**src/rtl/fetch_queue.sv**
```systemverilog
// fetch_queue: prefetching fetch stage. Issues word reads over req/ack and buffers
// {ins, PC+4} pairs in a DEPTH-entry FIFO drained by decode; redirects flush and refetch.
module fetch_queue #(
    parameter int unsigned DEPTH = 4,
    parameter int unsigned PTRW  = 2
) (
    input  logic            clk,
    input  logic            reset,
    input  logic [31:0]     entryPoint,
    input  logic            redirect,
    input  logic [31:0]     redirectPC,
    output logic            imem_req,
    output logic [31:0]     imem_addr,
    input  logic            imem_ack,
    input  logic [31:0]     imem_data,
    output logic [31:0]     ins,
    output logic [31:0]     PCp4,
    output logic            ins_valid,
    input  logic            ins_ready,
    output logic [PTRW:0]   count
);
    typedef enum logic {FETCH, DISCARD} state_e;

    localparam logic [PTRW:0] FULL_CNT = (PTRW+1)'(DEPTH);

    state_e          state_q, state_d;
    logic [31:0]     pc_q, pc_d;
    logic [31:0]     target_q, target_d;
    logic [PTRW-1:0] head_q, head_d;
    logic [PTRW-1:0] tail_q, tail_d;
    logic [PTRW:0]   count_q, count_d;
    logic [31:0]     ins_mem  [DEPTH];
    logic [31:0]     pcp4_mem [DEPTH];
    logic            req_int;
    logic            push;
    logic            pop;
    logic [31:0]     pc_inc;

    assign pc_inc  = pc_q + 32'd4;
    // Request is a function of registered state only, so it never loops through imem_ack.
    assign req_int = (state_q == DISCARD) || (count_q < FULL_CNT);

    always_ff @(posedge clk) begin
        state_q  <= state_d;
        pc_q     <= pc_d;
        target_q <= target_d;
        head_q   <= head_d;
        tail_q   <= tail_d;
        count_q  <= count_d;
        if (push) begin
            ins_mem[tail_q]  <= imem_data;
            pcp4_mem[tail_q] <= pc_inc;
        end
    end

    always_comb begin
        state_d  = state_q;
        pc_d     = pc_q;
        target_d = target_q;
        head_d   = head_q;
        tail_d   = tail_q;
        count_d  = count_q;
        push     = 1'b0;
        pop      = 1'b0;
        if (reset) begin
            state_d = FETCH;
            pc_d    = entryPoint & ~32'd3;
            head_d  = '0;
            tail_d  = '0;
            count_d = '0;
        end else if (redirect) begin
            head_d  = '0;
            tail_d  = '0;
            count_d = '0;
            // A read still in flight must be drained before the new target is issued.
            if (req_int && !imem_ack) begin
                state_d  = DISCARD;
                target_d = redirectPC & ~32'd3;
            end else begin
                state_d = FETCH;
                pc_d    = redirectPC & ~32'd3;
            end
        end else if (state_q == DISCARD) begin
            if (imem_ack) begin
                state_d = FETCH;
                pc_d    = target_q;
            end
        end else begin
            pop  = (count_q != '0) && ins_ready;
            push = req_int && imem_ack;
            if (push) begin
                pc_d   = pc_inc;
                tail_d = tail_q + 1'b1;
            end
            if (pop) begin
                head_d = head_q + 1'b1;
            end
            case ({push, pop})
                2'b10:   count_d = count_q + 1'b1;
                2'b01:   count_d = count_q - 1'b1;
                default: count_d = count_q;
            endcase
        end
    end

    always_comb begin
        imem_req  = !reset && req_int;
        imem_addr = pc_q;
        ins_valid = !reset && (count_q != '0);
        count     = reset ? '0 : count_q;
        ins       = '0;
        PCp4      = '0;
        if (ins_valid) begin
            ins  = ins_mem[head_q];
            PCp4 = pcp4_mem[head_q];
        end
    end
endmodule

```
**config.mk**
```make
export PLATFORM = sky130hd
export DESIGN_NAME = fetch_queue
export DESIGN_NICKNAME = d
export VERILOG_FILES = /design/src/rtl/fetch_queue.sv
export SDC_FILE = /design/constraint.sdc
export NUM_CORES = 1
export LEC_CHECK = 0
export ABC_AREA = 1
export CORE_ASPECT_RATIO = 1.2
export CORE_UTILIZATION = 60
export DETAILED_ROUTE_END_ITERATION = 6
export DONT_BUFFER_PORTS = 1
export PLACE_DENSITY = 0.82
export SLEW_MARGIN = 20
export SYNTH_ARGS = -nofsm -noshare
export SYNTH_HDL_FRONTEND = slang
export SYNTH_SLANG_ARGS = --single-unit
```
**constraint.sdc**
```tcl
create_clock -name clk -period 9.8 [get_ports clk]
set_input_delay 0.98 -clock clk [delete_from_list [all_inputs] [get_ports clk]]
set_output_delay 0.98 -clock clk [all_outputs]
set_load 0.005 [all_outputs]
```
Word-level counts from Yosys, hierarchy flattened
Memories as Yosys holds them, arrays and structs flattened. A register that Yosys moved wholly into a read port is not among the register bits.
Cells that the tools add are included.

storage, ports and cells
  flip-flop bits (word level) = 70
  bits in writable memories = 256
  bits of input ports = 101
  output and inout bits = 101
  word-level logic and storage cells = 65
  memories = 2

memories
  memory    words  bits a word  rd ports  clocked after memory_dff  write ports  RTL line  RTL
  ins_mem   4      32           1         1                         1            32        logic [31:0] ins_mem [DEPTH];
  pcp4_mem  4      32           1         1                         1            33        logic [31:0] pcp4_mem [DEPTH];

operators by class
  add/subtract/negate cells = 5
  magnitude comparators = 1
  equality and inequality tests = 6
  mux-type cells = 23
  bitwise logic cells = 2
  reduce and logical (&&, ||, !) cells = 19

operators by type and width
  kind                                                                count
  32-bit two-way mux                                                  8
  32-bit by 3-bit adder with 32-bit output, second input constant     1
  1-bit two-way mux                                                   9
  3-bit AND reduction                                                 3
  2-bit two-way mux                                                   4
  3-bit inequality test, second input constant                        2
  3-bit one-hot mux with 2 select lines                               1
  2-bit AND reduction                                                 3
  3-bit nonzero test                                                  2
  1-bit logical AND                                                   5
  2-bit by 1-bit adder with 2-bit output, second input constant       2
  4-bit inequality test, second input constant                        1
  4-bit nonzero test                                                  1
  3-bit by 1-bit adder with 3-bit output, second input constant       1
  3-bit < comparator, second input constant                           1
  3-bit two-way mux                                                   1
  3-bit by 1-bit subtractor with 3-bit output, second input constant  1
  2-bit by 1-bit == test with 1-bit output, second input constant     1
  2-bit == test, second input constant                                1
  1-bit zero test                                                     2
  2-bit inequality test, second input constant                        1
  1-bit NOT                                                           2
  2-bit nonzero test                                                  1
  2-bit OR reduction                                                  1
  1-bit logical OR                                                    1

Longest topological paths before layout
Gate-level depths: netlist (run 1).

  depth in word-level cells = 8
  gate-level depth with buffers = 11
  depth with buffers taken out = 11

Worst setup path before layout (run 1)
OpenSTA, ideal clock, no wires.

  kind = in2reg
  from = in reset
  to = mem ins_mem[0][0] (enable)
  library setup time = 0.487 ns
  arrival time = 4.120 ns
  data required time = 9.313 ns
  slack = 5.193 ns
  stages = 4
  path buffers = 1
  path through = buf_2 > nor2_4 > nand4_1 > nor2_1

between the ends
  cells in the longest elaborated chain, start to end = 3

RTL lines
  what                                     RTL line  RTL
  from (decl)                              8         input logic reset,
  1-bit two-way mux                        65        if (reset) begin
  1-bit two-way mux                        50        if (push) begin
  1-bit two-way mux (not written as such)  51        ins_mem[tail_q] <= imem_data;
  to (decl)                                32

Every way passes these cells.

==> flow_summary.yaml, run 1 <==
cts:
  tritoncts: "yes"
  ctsResizeCount: 0
  post_cts_buffers: 0
  cts_inserted_buffers: 29
  clockBufferDepth: 3
  clk_latency_ns: 0.54
  clk_pin_slew_ns: 0.06
  holdBufCountCts: 0
  clock-sinks: 328
  cts_max_level: 1
  cts-root-buf: "clkbuf_16"
setup_path:
  slowest_delay_ns: 0.84
  rrSetupSlack_ns: 6.88
  path_max_fanout: 65
  cpMaxStageDelayCell: "clkinv_2"
  worst-path-buf-inv: 2
  cp.required_ns: 8.82
  crit_chain: "clkinv_2 > buf_4 > o21ai_0 > a21oi_1"
  worst-setup-path-type: "register to output pin"
  cp-end-kind: "output pin"
  reg2reg_to: "ins_mem[1][2]"
  start_kind: "register"
  reg2regPathDepth: 4
  rr_startpoint: "state_q"
  arrival_ns: 3.24
  cp_top_family: "buffers and inverters"
layout:
  nNetsFinal: 1388
  drive_gt1_share_pct: 5.932
  nFillCells: 1720
  antenna_cells: 0
  syn_to_final_growth_pct: 7.975
  area.sequential_um2: 9734
  multi_input_area_um2: 3887
sta:
  fin_crit_ns: 4.220
  skew_ns: 0.01002
  slew_violations: 0
  tns_ns: 0
  final.setup.worst_slack_ns: 5.580
  worst_pin_slew_ns: 0.9808
  hold_viol_final: 0
  setup_viol_count_final: 0
  maxSlewHeadroom_pct: 34.62
  whs_ns: 0.4678
  period_share_pct: 43.06
  fmax_ghz: 0.2370
  rsz0062_at_grt: "no"
floorplanning:
  ios: 202
  design.core.area_um2: 23130
  start_util_pct: 61.06
  die_w_um: 142.0
  dieHeight_um: 170.0
  rows: 61
  fp.dieArea_um2: 24150
place:
  place.gp.congestion: 0.8817
  dp_hpwl_um: 18020
  pre_cts_ws_ns: 6.124
  io_buffers: 0
routing:
  drc_errors: 0
  drt_wl_total_um: 29400
  drtPass1Iterations: 5
  wl_met2_um: 14690
  wire_per_inst_um: 18.23
  wl_met1_um: 11440
  wl_met3_um: 2412
  viasPerCell: 5.658
  ant_nets: 0
  maxUsedRoutingLayer: "met4"
  drtIter0Drc: 544
  vias: 9126
min_path:
  hold_depth: 2
  hold_path_class: "register to register"
  min_from: "head_q[1]"
run_status:
  outcome: "completed"
logic_synthesis:
  synth_largest_area_cell: "edfxtp_1"
  synth_cells: 1302
  syn_nets: 1410
  seq_area_frac_synth_pct: 68.91
  synth-main-ff-cell: "edfxtp_1"
  yosysTopAreaCellShare_pct: 67.20
  synth_most_common_cell: "nor2_1"
  yosysWarnings: 0
  async_reset_ff_share_pct: 0
  ys_ff_latch: 328
  yosys-top-cells-count: "nor2_1, edfxtp_1, nand2_1"
  synth_enable_flop_cells: 316
  ys_types: 36
  synth.area.top_cells: "edfxtp_1, nor2_1, o21ai_0, nand2_1, a21oi_1"
  syn_area_um2: 14120
  synth.avg_cell_area_um2: 10.84
grt:
  antenna_found_initial: 0
  grt_pass1_wl_um: 44420
  grt_pass1_vias: 8770
  grt_util_all_layers_pct: 23.93
  grt_max_degree: 67
  grt_overflow: 0
run:
  maxCapViolCount: 0
power_and_ir_drop:
  vdd_drop_max_uv: 155.3
  leakagePower_nw: 5.408
  p_per_area_nw_per_um2: 187.3
[metrics by stage]
| stage | area, um2 | cells | total power, mW | util (%) |
|---|---|---|---|---|
| 2_1_floorplan | 14120 | 1302 | 1.760 | - |
| 3_3_place_gp | 14360 | 1564 | 1.801 | 62.09 |
| 3_5_place_dp | 14360 | 1564 | 1.808 | 62.09 |
| 4_1_cts | 15250 | 1613 | 2.869 | 65.93 |
| 5_1_grt | 15250 | 1613 | 2.940 | 65.93 |
| 6_report | 15250 | 1613 | 2.856 | 65.93 |
[final cells by class]
| type | instances | share of cell area [%] |
|---|---|---|
| sequential | 328 | 63.85 |
| multi-input combinational | 843 | 25.50 |
| clock buffer | 32 | 4.834 |
| tap | 315 | 2.585 |
| inverter | 65 | 1.609 |
| clock inverter | 17 | 0.9848 |
| timing repair buffer | 13 | 0.6401 |
[power breakdown]
group          internal (mW)  switching (mW)  total [mW]
logic                 0.0448           0.115       0.160
registers               1.59          0.0329        1.62
clock network          0.612           0.464        1.08
[cells in the final DEF (no fill, tap or decap), types with 6 or more instances in the layout]
master and n:
a21oi_1 73, clkinv_1 11, nor2_1 352, clkbuf_16 29
dfxtp_1 10, nor2_4 9, nand2_1 154, o21ai_0 149
ha_1 6, o21ai_1 6, inv_1 61, buf_4 13
edfxtp_1 316, nand3_1 39, a22o_1 18
[registers in the layout (all words and copies together), names as in the netlist, named ones only]
signal and flops:
count_q 3, pcp4_mem 128, imem_addr 32, tail_q 2, ins_mem 128, head_q 2, state_q 1, target_q 30
[cell families (layout without fill, tap and decap cells)]
family | count (synthesis) | count (layout) | share of synthesized area (%)
flops | 328 | 328 | 68.91
compound gates | 257 | 257 | 9.765
buf+inv | 131 | 127 | 3.837
xor+xnor | 8 | 8 | 0.5494
fa+ha+maj | 7 | 7 | 0.6735
simple gates | 571 | 571 | 16.27
[worst max path at each step]
stage / cells after the start / from / to / slack, ns
finish: 4 / register / ins[20] / 5.58
global placement: 4 / redirect / pcp4_mem[1][26] / 6.11
detailed placement: 4 / redirect / ins_mem[1][8] / 6.12
global route: 4 / register / ins[21] / 5.30
CTS: 4 / register / ins[20] / 5.53
floorplan: 4 / reset / ins_mem[0][0] / 5.19
[worst register-to-register path: cells and delay by family (launching register included)]
kind | cells | cell delay, ns
flip-flops | 1 | 0.50
buffers and inverters | 2 | 0.77
AND/OR/NAND/NOR | 2 | 1.26
[routing by layer]
layer / track usage, % / up-vias
met5: 0 / -
met1: 28.03 / 4310
met3: 5.796 / 56
li1: - / 4416
met4: 9.023 / 0
met2: 42.41 / 344
(Power assumes the default switching activity.)
==> run 2, diff against run 1 <==
- clock period: 9.8 -> 4.4 ns (I/O delays scaled with it)
==> run 2 against run 1 <==
- register-to-register slack got worse by 4.9 ns
- worst setup slack got worse by 4.2 ns
- non-clock buffer count grew 66
- design area increased by 4.4%
- largest power group unchanged
- highest routed layer unchanged
==> flow_summary.yaml, run 2 (same netlist as run 1, synthesis figures left out) <==
routing:
  maxUsedRoutingLayer: "met4"
  wire_per_inst_um: 18.37
  drtIter0Drc: 641
  wl_met2_um: 15740
  drc_errors: 0
  wl_met3_um: 2574
  wl_met1_um: 11780
  drt_wl_total_um: 30970
  drtPass1Iterations: 7
  vias: 9568
  viasPerCell: 5.675
  ant_nets: 0
setup_path:
  cp_top_family: "buffers and inverters"
  worst-setup-path-type: "register to output pin"
  rr_startpoint: "state_q"
  crit_chain: "nor3_1 > nor2_1 > inv_2 > buf_4 > a21oi_1"
  slowest_delay_ns: 0.70
  reg2regPathDepth: 4
  cp.required_ns: 3.96
  path_max_fanout: 44
  cp-end-kind: "output pin"
  cpMaxStageDelayCell: "inv_2"
  rrSetupSlack_ns: 1.96
  start_kind: "register"
  arrival_ns: 2.61
  reg2reg_to: "ins_mem[3][3]"
  worst-path-buf-inv: 2
cts:
  cts_max_level: 1
  clk_pin_slew_ns: 0.06
  clock-sinks: 328
  cts-root-buf: "clkbuf_16"
  clk_latency_ns: 0.54
  post_cts_buffers: 0
  clockBufferDepth: 3
  cts_inserted_buffers: 30
  tritoncts: "yes"
min_path:
  min_to: "imem_addr[8]"
  min_from: "redirectPC[8]"
  hold_depth: 2
  hold_path_class: "input pin to register"
sta:
  setup_viol_count_final: 0
  hold_viol_final: 0
  whs_ns: 0.09753
  maxSlewHeadroom_pct: 28.44
  fmax_ghz: 0.3277
  fin_crit_ns: 3.052
  skew_ns: 0.008366
  worst_pin_slew_ns: 1.072
  tns_ns: 0
  period_share_pct: 69.36
  slew_violations: 0
  rsz0062_at_grt: "no"
grt:
  grt_overflow: 0
  grt_pass1_vias: 9292
  grt_max_degree: 73
  grt_pass1_wl_um: 46720
  antenna_found_initial: 0
  grt_util_all_layers_pct: 25.25
layout:
  drive_gt1_share_pct: 5.835
  nNetsFinal: 1455
  final_common_cell: "nor2_1"
  antenna_cells: 0
  syn_to_final_growth_pct: 12.76
  final_cell_mix: "nor2_1, edfxtp_1, nand2_1"
  design_area_um2: 15920
floorplanning:
  dieHeight_um: 170.0
  fp.dieArea_um2: 24150
  die_w_um: 142.0
  start_util_pct: 61.06
  ios: 202
  design.core.area_um2: 23130
  rows: 61
power_and_ir_drop:
  post-layout-total-power_mw: 6.358
  vdd_drop_max_uv: 324.9
  leakagePower_nw: 5.685
  p_per_area_nw_per_um2: 399.3
place:
  dpl_cell_area_um2: 14400
  place.gp.congestion: 0.9076
  dp_hpwl_um: 18030
  io_buffers: 0
run:
  maxCapViolCount: 0
run_status:
  outcome: "completed"
-- run 2: area by class of cell --
class | instances | area, um2
clock buffer | 41 | 813.3
clock inverter | 15 | 68.82
fill | 1590 | 7204
inverter | 65 | 245.2
multi-input combinational | 843 | 3887
sequential | 328 | 9734
tap | 315 | 394.1
timing repair buffer | 79 | 778.2
-- run 2: worst reg2reg max path, stage by stage, from the launching register on --
cell,delay [ns]
dfxtp_1,0.47
clkinv_1,0.14
nand4_1,0.38
nor2_4,0.62
buf_4,0.47
-- run 2: worst max path at each step --
stage	start	endpoint	slack, ns	cells after the start
detailed placement	redirect	pcp4_mem[3][1]	1.77	4
global placement	redirect	ins_mem[3][9]	1.78	4
global route	count_q[0]	ins[12]	1.20	5
finish	count_q[0]	ins[12]	1.35	5
CTS	count_q[0]	ins[12]	1.32	5
floorplan	reset	ins_mem[0][0]	0.33	4
-- run 2: layer usage --
metal / up-vias / track usage (%)
met5: - / 0
met4: 0 / 9.303
met3: 69 / 5.374
met2: 408 / 45.55
met1: 4524 / 29.48
li1: 4567 / -
-- run 2: timing repair --
item	CTS	global route
hold buffers	64	0
endpoints found under the hold margin	159	0
resized for setup	0	0
-- run 2: per-stage QoR --
| stage | cells | setup slack (ns) | util, % |
|---|---|---|---|
| 2_1_floorplan | 1302 | 0.3331 | - |
| 3_3_place_gp | 1566 | 1.779 | 62.26 |
| 3_5_place_dp | 1566 | 1.774 | 62.26 |
| 4_1_cts | 1686 | 1.322 | 68.85 |
| 5_1_grt | 1686 | 1.201 | 68.85 |
| 6_report | 1686 | 1.348 | 68.85 |
-- run 2: where the power goes --
| part | total (mW) | switching (mW) | internal (mW) |
|---|---|---|---|
| Combinational | 0.420 | 0.280 | 0.140 |
| Sequential | 3.61 | 0.0728 | 3.53 |
| Clock | 2.33 | 1.05 | 1.29 |
| Total | 6.36 | 1.40 | 4.96 |
